`config.mk`:
```
export PLATFORM = sky130hd
export DESIGN_NAME = updown_sweep_ctrl
export DESIGN_NICKNAME = d
export VERILOG_FILES = /design/src/rtl/updown_sweep_pkg.sv /design/src/rtl/updown_sweep_ctrl.sv
export SDC_FILE = /design/constraint.sdc
export NUM_CORES = 1
export LEC_CHECK = 0
export CAP_MARGIN = 5
export CORE_UTILIZATION = 41
export DETAILED_ROUTE_END_ITERATION = 8
export PLACE_DENSITY = 0.68
export SYNTH_ARGS = -nofsm -noshare
export SYNTH_HDL_FRONTEND = slang
export SYNTH_SLANG_ARGS = --single-unit
```
`constraint.sdc`:
```
create_clock -name clk -period 3.2 [get_ports clk]
set_input_delay 0.64 -clock clk [delete_from_list [all_inputs] [get_ports clk]]
set_output_delay 0.64 -clock clk [all_outputs]
set_load 0.05 [all_outputs]
```
`src/rtl/updown_sweep_pkg.sv`:
```
// Shared types for the up/down sweep controller.
package updown_sweep_pkg;

  typedef enum logic [1:0] {
    IDLE,
    LOAD,
    UP,
    DOWN
  } sweep_state_t;

endpackage

```
`src/rtl/updown_sweep_ctrl.sv`:
```
// Drives an up_down_counter through a programmable lo..hi triangle sweep,
// counting completed periods and watching the counter for out-of-range values.
module updown_sweep_ctrl
  import updown_sweep_pkg::*;
#(
  parameter int N  = 4,
  parameter int SW = 8
) (
  input  logic          clk,
  input  logic          rst_b,
  input  logic          start,
  input  logic          stop,
  input  logic [N-1:0]  lo,
  input  logic [N-1:0]  hi,
  input  logic [SW-1:0] sweeps,
  input  logic [N-1:0]  ctr_q,
  output logic          ctr_en_b,
  output logic          ctr_load_b,
  output logic          ctr_up,
  output logic [N-1:0]  ctr_load_in,
  output logic          busy,
  output logic [SW-1:0] sweeps_done,
  output logic          done,
  output logic          cfg_err,
  output logic          fault
);

  sweep_state_t  state_q, state_d;
  logic [N-1:0]  lo_q, lo_d;
  logic [N-1:0]  hi_q, hi_d;
  logic [SW-1:0] sweeps_q, sweeps_d;
  logic [SW-1:0] sweeps_done_q, sweeps_done_d;
  logic          done_q, done_d;
  logic          cfg_err_q, cfg_err_d;
  logic          fault_q, fault_d;

  logic          at_lo;
  logic          at_hi;
  logic          in_rng;
  logic [SW-1:0] sd_inc;

  assign at_lo  = (ctr_q == lo_q);
  assign at_hi  = (ctr_q == hi_q);
  assign in_rng = (ctr_q >= lo_q) && (ctr_q <= hi_q);
  // saturating period count
  assign sd_inc = (&sweeps_done_q) ? sweeps_done_q
                                   : sweeps_done_q + SW'(1);

  always_comb begin
    state_d       = state_q;
    lo_d          = lo_q;
    hi_d          = hi_q;
    sweeps_d      = sweeps_q;
    sweeps_done_d = sweeps_done_q;
    done_d        = 1'b0;
    cfg_err_d     = 1'b0;
    fault_d       = 1'b0;
    ctr_en_b      = 1'b1;
    ctr_load_b    = 1'b1;
    ctr_up        = 1'b1;

    unique case (state_q)
      IDLE: begin
        if (start && !stop) begin
          if (lo < hi) begin
            lo_d          = lo;
            hi_d          = hi;
            sweeps_d      = sweeps;
            sweeps_done_d = '0;
            state_d       = LOAD;
          end else begin
            cfg_err_d = 1'b1;
          end
        end
      end
      LOAD: begin
        if (stop) begin
          state_d = IDLE;
        end else begin
          ctr_load_b = 1'b0;
          state_d    = UP;
        end
      end
      UP: begin
        if (stop) begin
          state_d = IDLE;
        end else if (!in_rng) begin
          fault_d = 1'b1;
          state_d = IDLE;
        end else begin
          // turn on the peak edge so hi is not repeated
          ctr_en_b = 1'b0;
          ctr_up   = !at_hi;
          if (at_hi) state_d = DOWN;
        end
      end
      DOWN: begin
        if (stop) begin
          state_d = IDLE;
        end else if (!in_rng) begin
          fault_d = 1'b1;
          state_d = IDLE;
        end else if (!at_lo) begin
          ctr_en_b = 1'b0;
          ctr_up   = 1'b0;
        end else begin
          sweeps_done_d = sd_inc;
          if ((sweeps_q != '0) && (sd_inc == sweeps_q)) begin
            done_d  = 1'b1;
            state_d = IDLE;
          end else begin
            ctr_en_b = 1'b0;
            ctr_up   = 1'b1;
            state_d  = UP;
          end
        end
      end
      default: state_d = IDLE;
    endcase
  end

  always_ff @(posedge clk or negedge rst_b) begin
    if (!rst_b) begin
      state_q       <= IDLE;
      lo_q          <= '0;
      hi_q          <= '0;
      sweeps_q      <= '0;
      sweeps_done_q <= '0;
      done_q        <= 1'b0;
      cfg_err_q     <= 1'b0;
      fault_q       <= 1'b0;
    end else begin
      state_q       <= state_d;
      lo_q          <= lo_d;
      hi_q          <= hi_d;
      sweeps_q      <= sweeps_d;
      sweeps_done_q <= sweeps_done_d;
      done_q        <= done_d;
      cfg_err_q     <= cfg_err_d;
      fault_q       <= fault_d;
    end
  end

  assign ctr_load_in = lo_q;
  assign busy        = (state_q != IDLE);
  assign sweeps_done = sweeps_done_q;
  assign done        = done_q;
  assign cfg_err     = cfg_err_q;
  assign fault       = fault_q;

endmodule
```
Yosys cells after proc, flatten, opt, wreduce, memory -nomap -nowiden
Cells that the tools add are included.

cells by class
  add/sub/neg operators = 1
  magnitude comparators = 3
  equal/unequal tests = 13
  mux-type cells = 41
  reduce and logical (&&, ||, !) cells = 14

operators by type and width
  operator               number
  $mux W8                6
  $mux W1                21
  $mux W2                10
  $pmux W8 S2            1
  $ne A2 B2 Y1 const B   5
  $add A8 B1 Y8 const B  1
  $eq A4 B4 Y1           2
  $eq A8 B8 Y1           1
  $ne A4 B4 Y1 const B   2
  $pmux W2 S4            1
  $reduce_and A8 Y1      1
  $reduce_bool A8 Y1     1
  $reduce_and A6 Y1      1
  $eq A2 B2 Y1 const B   2
  $ge A4 B4 Y1           1
  $le A4 B4 Y1           1
  $lt A4 B4 Y1           1
  $pmux W1 S2            2
  $reduce_and A4 Y1      1
  $reduce_bool A2 Y1     2
  $logic_and A1 B1 Y1    3
  $reduce_and A3 Y1      1
  $eq A2 B1 Y1 const B   1
  $logic_not A1 Y1       2
  2 further kinds        2

word-level totals
  register bits = 29
  output and inout port bits = 19

Depth between registers and ports, before layout
Gate-level depths: netlist of the first run.

  depth after elaboration = 9
  gate-level depth with buffers = 8

Least setup slack after synthesis of the first run
OpenSTA, ideal clock, no wires.

  kind = reg-to-output
  from = register sweeps_done_q[0], in the netlist sweeps_done[0]
  to = output ctr_en_b
  arrival time = 3.657 ns
  slack = -1.097 ns
  stages on the path, launching flop included = 9
  buffers on the path = 1
  cells stage by stage = dfrtp_1 -> ha_1 -> and3_1 -> buf_6 -> nand2_4 -> a211o_1 -> a2111o_1 -> or4_4 -> o21ai_0

on the way
  longest elaborated chain between the ends = 9

RTL lines
  element                                             RTL line                                          text
  start, declared                                     updown_sweep_ctrl.sv:32                           logic [SW-1:0] sweeps_done_q, sweeps_done_d;
  start signal, assigned                              updown_sweep_ctrl.sv:137                          sweeps_done_q <= sweeps_done_d;
  $add A8 B1 Y8 or $reduce_and A8 Y1 (tied branches)  updown_sweep_ctrl.sv:47, updown_sweep_ctrl.sv:46
  $mux W8 *                                           updown_sweep_ctrl.sv:46                           assign sd_inc = (&sweeps_done_q) ? sweeps_done_q
  $eq A8 B8 Y1 *                                      updown_sweep_ctrl.sv:108                          if ((sweeps_q != '0) && (sd_inc == sweeps_q)) begin
  $logic_and A1 B1 Y1 *                               updown_sweep_ctrl.sv:108
  $mux W1 *                                           updown_sweep_ctrl.sv:108
  $mux W1 *                                           updown_sweep_ctrl.sv:103                          end else if (!at_lo) begin
  $mux W1 *                                           updown_sweep_ctrl.sv:100                          end else if (!in_rng) begin
  $mux W1 *                                           updown_sweep_ctrl.sv:98                           if (stop) begin
  $pmux W1 S2 *                                       updown_sweep_ctrl.sv:62                           unique case (state_q)
  end, declared                                       updown_sweep_ctrl.sv:17                           output logic ctr_en_b,

Mark *: on every way between the ends. The rest lies on a longest branch, timed or not.

Worst setup path in the final report of the first run
Same ends and word-level chain as after synthesis.

==> metrics.cfg, run 1 <==
[worst_setup_path]
worst_path_largest_cell_delay_ns = 0.46
arrival_ns = 2.60
endpoint = ctr_en_b
cp-end-kind = primary output
cp-start-kind = flip-flop
rrSetupSlack_ns = 0.76
crit_path_max_fanout = 7
crit_path_cell_trace = ha_4 -> and3_4 -> nand2_4 -> a211o_1 -> a2111o_1 -> or4_4 -> o21ai_4 -> buf_12
crit_type = flip-flop to primary output
required_ns = 2.56
r2r_cells = 7
r2r-start = sweeps_done[0]$_DFFE_PN0P_
crit_path_start = sweeps_done[0]$_DFFE_PN0P_
crit_slowest_cell = or4_4
worstReg2RegEnd = state_q[1]$_DFFE_PN0P_

[sta]
final_max_slew_viol_count = 0
fin_crit_sh = 1.01
worstMarginPinSlew_ns = 0.685
hold_viol_final = 0
slew-limit-headroom = 0.542
finalSetupViolations = 2
setup_ws_ns = -0.0404
fin_skew_ns = 0.00831
rsz0062_at_grt = yes
max_freq_mhz = 309
fin_crit_ns = 3.24

[layout]
area_growth_pct = 37.6
layout.cells.non_filler = 322
diodes = 0
multi_input_area_um2 = 1130
fin_nets = 305
drive_above_1_share = 0.211
n_fill_cell = 383
register_area_um2 = 734

[drt]
first_iter_violations = 165
route.detailed.drc = 0
wl_per_cell_um = 14.7
via_count = 1782
drt_wl_total_mm = 4.74
ant_nets = 0
via_per_inst = 5.53
first_pass_iters = 6

[yosys]
syn_inst = 209
synth-seq-cells = 29
synth.cell_area_um2 = 1940
ys_warn_count = 0
synth_nets = 245
postSynthAreaPerCell_um2 = 9.29
ys.flop_type = dfrtp_1
synth_cell_types = 49
async_reset_ff_frac = 1.00
synth_edf_count = 0
ys_seq_area_frac = 0.374

[floorplan]
dieHeight_um = 70.8
fp-row-count = 24
core_area_um2 = 4440
dieWidth_um = 70.8
initial_utilization = 0.437
ioPinCount = 43
die-area_um2 = 5020

[run_status]
violations = setup timing
status = complete, but fails checks

[clocking]
cts_num_sinks = 29
cts_root_buffer = clkbuf_8
clock_latency_ns = 0.29
cts.path.max_buffers = 2
clk_pin_slew_ns = 0.07
h-tree-depth = 2
cts_made_buffers = 5
cts_tree = built
hold_buffers = 0

[power]
peakVddDrop_mv = 0.306
leakage_nw = 1.20
p_total_mw = 1.25
power_density_nw_per_um2 = 467

[hold_path]
hold_class = flip-flop to flip-flop

[global_route]
grt_pass1_vias = 1760
grtUsageTotal = 0.214
grt_antenna_before_repair = 0
overflow = 0
grt_max_degree = 16
grt_pass1_wl_mm = 8.30

[placed_design]
dp_cells = 312
hpwl_mm = 3.62
portBuffers = 42
gp_congestion = 0.860

[flow_run]
drv_cap = 0

-- cell usage in the layout, fill, tap and decap left out, drive strengths merged, types with 2 or more instances in the layout --
master,netlist,layout
a211o,3,3
a211oi,2,2
a21o,4,4
a21oi,12,12
a221oi,2,2
a2bb2oi,3,3
a31oi,4,4
and2,4,4
and3,5,5
and4,3,3
buf,3,21
clkbuf,5,5
clkdlybuf4s50,0,40
clkinv,0,2
dfrtp,29,29
ha,12,12
inv,18,18
mux2,9,9
nand2,17,17
nand2b,3,3
nand3,4,4
nand4,4,4
nor2,10,10
nor2b,3,3
nor3,2,2
o21ai,18,18
o22a,3,3
o22ai,2,2
o2bb2ai,3,3
o32ai,2,2
or2,2,2
xnor2,2,2
xor2,4,4
-- final cells by class --
| cell class | count | area share |
|---|---|---|
| Inverter | 18 | 0.0253 |
| Sequential cell | 29 | 0.275 |
| Clock inverter | 3 | 0.00656 |
| Tap cell | 52 | 0.0244 |
| Timing Repair Buffer | 61 | 0.218 |
| Clock buffer | 5 | 0.0258 |
| Multi-Input combinational cell | 154 | 0.425 |
-- power by group --
group | internal [mW] | leakage, nW | total [mW] | switching (mW)
combinational | 0.212 | 0.793 | 0.444 | 0.233
sequential | 0.433 | 0.364 | 0.497 | 0.0639
clock | 0.150 | 0.0439 | 0.308 | 0.158
total | 0.794 | 1.20 | 1.25 | 0.454
-- registers in the layout (all words and copies together), names as in the netlist --
name         flops
hi_q             4
cfg_err          1
ctr_load_in      4
done             1
sweeps_q         8
fault            1
sweeps_done      8
state_q          2
-- through the flow --
step / setup TNS [ns] / utilization / cell area, um^2 / hold slack [ns] / setup slack (ns)
finish: -0.0480 / 0.601 / 2670 / 0.542 / -0.0404
CTS: -0.0634 / 0.598 / 2660 / 0.541 / -0.0325
floorplan: 0 / - / 1970 / 0.344 / 0.0302
global placement: -0.0527 / 0.573 / 2550 / 0.502 / -0.0527
detailed placement: -0.118 / 0.573 / 2550 / 0.511 / -0.108
global route: -0.254 / 0.601 / 2670 / 0.577 / -0.133
-- how the worst min path moves through the flow --
| stage | startpoint | end | slack, ns | cells past startpoint |
|---|---|---|---|---|
| 3_3_place_gp | hi_q[0]$_DFFE_PN0P_ | hi_q[0]$_DFFE_PN0P_ | 0.50 | 1 |
| 6_report | hi_q[0]$_DFFE_PN0P_ | hi_q[0]$_DFFE_PN0P_ | 0.54 | 1 |
| 3_5_place_dp | hi_q[0]$_DFFE_PN0P_ | hi_q[0]$_DFFE_PN0P_ | 0.51 | 1 |
| 5_1_grt | hi_q[2]$_DFFE_PN0P_ | hi_q[2]$_DFFE_PN0P_ | 0.58 | 2 |
| 4_1_cts | hi_q[0]$_DFFE_PN0P_ | hi_q[0]$_DFFE_PN0P_ | 0.54 | 1 |
| 2_1_floorplan | rst_b | cfg_err$_DFF_PN0_ | 0.34 | 0 |
-- routing by layer --
layer  GRT usage  routed length [um]  vias up  share of wire
li1            -                   -      886              -
met1       0.292                2190      816           0.46
met2       0.322                2160       67           0.46
met3      0.0541                 275       13          0.058
met4      0.0978                 113        0          0.024
met5           0                   0        -              0
-- logic make-up (layout without fill, tap and decap cells) --
kind of cell / count (synthesis) / count (layout) / share of synthesized area
adder cells (fa/ha/maj): 12 / 12 / 0.0773
XOR/XNOR: 6 / 6 / 0.0271
buffers and inverters: 26 / 87 / 0.0651
AO/OA/AOI/OAI: 66 / 66 / 0.234
flip-flops: 29 / 29 / 0.374
AND/OR/NAND/NOR: 61 / 61 / 0.171
multiplexers: 9 / 9 / 0.0522
-- cells in the mapped netlist (4+ instances only) --
cell,n,area (um^2)
clkbuf_1,4,15.0
o21ai_0,18,90.1
xor2_1,4,35.0
and3_1,5,31.3
inv_1,18,67.6
a21o_1,4,30.0
ha_1,12,150
nand3_1,4,20.0
nand4_1,4,25.0
nor2_1,10,37.5
nand2_1,16,60.1
mux2_2,9,101
dfrtp_1,29,726
a21oi_1,12,60.1
a31oi_1,4,25.0
-- worst max-delay path: cells and delay by family (launching register included) --
family	cells	cell delay, ns
buffers and inverters	1	0.15
and+or+nand+nor	3	0.76
AOI/OAI and AO/OA	3	0.80
adders and majority gates	1	0.17
DFF	1	0.42
-- timing repair --
| action | in CTS | in global routing |
|---|---|---|
| gates cloned | 0 | 0 |
| pin swaps | 2 | 0 |
| setup buffers | 1 | 1 |
| setup endpoints to repair | 2 | 2 |
| gates resized for setup | 5 | 3 |
Power figures use the tool's default switching activity.
==> run 2: changes to the inputs <==
--- a/config.mk
+++ b/config.mk
@@ -6,9 +6,10 @@
 export NUM_CORES = 1
 export LEC_CHECK = 0
 export CAP_MARGIN = 5
-export CORE_UTILIZATION = 41
+export CORE_MARGIN = 1
+export CORE_UTILIZATION = 51
 export DETAILED_ROUTE_END_ITERATION = 8
-export PLACE_DENSITY = 0.68
+export PLACE_DENSITY = 0.82
 export SYNTH_ARGS = -nofsm -noshare
 export SYNTH_HDL_FRONTEND = slang
 export SYNTH_SLANG_ARGS = --single-unit
==> run 2 against run 1 <==
  * The run still ends with setup timing left
  * Critical path depth stayed put
  * Die area is 19% lower
  * Clock skew is 0.0058 ns higher
  * Worst hold slack better by 0.013 ns
  * Setup slack better by 0.0041 ns
  * Routed wire length is 1.4% higher
  * Global-route usage is 4.8 points higher
  * Critical path type unchanged
  * Largest cell class unchanged
  * Highest routed layer unchanged
==> metrics.cfg, run 2 (same netlist as run 1, synthesis figures left out) <==
[clocking]
cts_made_buffers = 5
hold_buffers = 0
clock_latency_ns = 0.29
cts.path.max_buffers = 2
cts_tree = built
cts_root_buffer = clkbuf_8
h-tree-depth = 2
cts_num_sinks = 29
clk_pin_slew_ns = 0.06

[power]
power_density_nw_per_um2 = 473
sequentialPowerShare = 0.391
power_frac_clock = 0.234
power.switching_mw = 0.457
p_int_mw = 0.810
leakage_nw = 1.18
peakVddDrop_mv = 0.395
power_frac_comb = 0.375
p_sw_frac = 0.361

[placed_design]
gp_congestion = 0.959
portBuffers = 42
placed_cell_area_um2 = 2520
hpwl_mm = 3.49
dp_cells = 305

[layout]
register_area_um2 = 734
area_growth_pct = 37.9
n_fill_cell = 274
layout.cells.non_filler = 314
final_common_cell = clkdlybuf4s50_1
design_area_um2 = 2680
fin_nets = 301
multi_input_area_um2 = 1180
diodes = 0
layout_common_cells = clkdlybuf4s50_1, dfrtp_1, inv_1
drive_above_1_share = 0.214

[drt]
route.detailed.drc = 0
drt_wl_total_mm = 4.80
via_per_inst = 5.90
first_iter_violations = 177
ant_nets = 0
wl_per_cell_um = 15.3
first_pass_iters = 4
via_count = 1852

[hold_path]
hold_class = flip-flop to flip-flop

[worst_setup_path]
arrival_ns = 2.60
cp-start-kind = flip-flop
cp-end-kind = primary output
crit_type = flip-flop to primary output
crit_path_max_fanout = 7
required_ns = 2.56

[global_route]
grt_antenna_before_repair = 0
overflow = 0
grtUsageTotal = 0.262
grt_max_degree = 28
grt_pass1_vias = 1721
grt_pass1_wl_mm = 8.11

[sta]
fin_skew_ns = 0.0141
fin_crit_sh = 1.01
hold_viol_final = 0
fin_crit_ns = 3.24
final_max_slew_viol_count = 0
max_freq_mhz = 309
rsz0062_at_grt = yes
worstMarginPinSlew_ns = 0.520
slew-limit-headroom = 0.652
setup_ws_ns = -0.0363
finalSetupViolations = 1

[floorplan]
core_area_um2 = 3660
die-area_um2 = 4060
fp-row-count = 22
dieWidth_um = 63.7
initial_utilization = 0.530
dieHeight_um = 63.7
ioPinCount = 43

[run_status]
status = complete, but fails checks
violations = setup timing

[flow_run]
drv_cap = 0

==> run 2: changes by cell type in the layout (fill, tap and decap cells not counted), sizes merged <==
cell,before,now
buf,21,17
==> run 2: critical path, cell delays in order, from the launching register on <==
cell	delay (ns)
dfrtp_4	0.42
ha_4	0.17
and3_4	0.25
nand2_4	0.06
a211o_1	0.23
a2111o_1	0.41
or4_4	0.46
o21ai_4	0.17
buf_12	0.15
==> run 2: layout make-up <==
type                       instances  share of cell area
multi-input combinational        154               0.439
sequential                        29               0.274
timing repair buffer              57               0.207
clock buffer                       5              0.0257
inverter                          18              0.0252
tap                               48              0.0224
clock inverter                     3             0.00654
==> run 2: worst paths after layout <==
kind / startpoint / to / slack [ns] / cells after the start
max in group asynchronous: rst_b / sweeps_done[0]$_DFFE_PN0P_ / 1.84 / 2
min in group asynchronous: rst_b / sweeps_done[4]$_DFFE_PN0P_ / 0.68 / 1
min: hi_q[0]$_DFFE_PN0P_ / hi_q[0]$_DFFE_PN0P_ / 0.55 / 1
max reg2reg: sweeps_done[0]$_DFFE_PN0P_ / state_q[1]$_DFFE_PN0P_ / 0.63 / 8
min reg2reg: hi_q[0]$_DFFE_PN0P_ / hi_q[0]$_DFFE_PN0P_ / 0.55 / 1
max: sweeps_done[0]$_DFFE_PN0P_ / ctr_en_b / -0.04 / 8
==> run 2: what timing repair did <==
item / CTS / global route
endpoints found under the setup margin: 2 / 2
gates cloned: 0 / 0
resized for setup: 6 / 9
setup buffers: 1 / 0
pin swaps: 1 / 6
==> run 2: per-layer routing <==
| layer | part of all wire | vias up | global-route usage | wire length (um) |
|---|---|---|---|---|
| met2 | 0.47 | 86 | 0.406 | 2270 |
| met5 | 0 | - | 0 | 0 |
| met1 | 0.43 | 872 | 0.354 | 2080 |
| li1 | - | 882 | - | - |
| met3 | 0.072 | 12 | 0.0616 | 346 |
| met4 | 0.021 | 0 | 0.0966 | 101 |
==> run 2: power groups by stage <==
stage	combinational, mW	clock (mW)	sequential (mW)
CTS	0.441	0.301	0.491
global route	0.518	0.321	0.504
detailed placement	0.435	0	0.498
floorplan	0.232	0	0.541
finish	0.475	0.296	0.495
global placement	0.423	0	0.496
==> run 2: through the flow <==
stage | setup TNS, ns | hold WS, ns | setup WS, ns | utilization | total power, mW
6_report | -0.0363 | 0.555 | -0.0363 | 0.731 | 1.27
5_1_grt | -0.234 | 0.581 | -0.134 | 0.731 | 1.34
4_1_cts | -0.0422 | 0.552 | -0.0375 | 0.718 | 1.23
3_5_place_dp | -0.124 | 0.530 | -0.108 | 0.689 | 0.933
3_3_place_gp | -0.0556 | 0.500 | -0.0556 | 0.689 | 0.919
2_1_floorplan | 0 | 0.344 | 0.0302 | - | 0.773
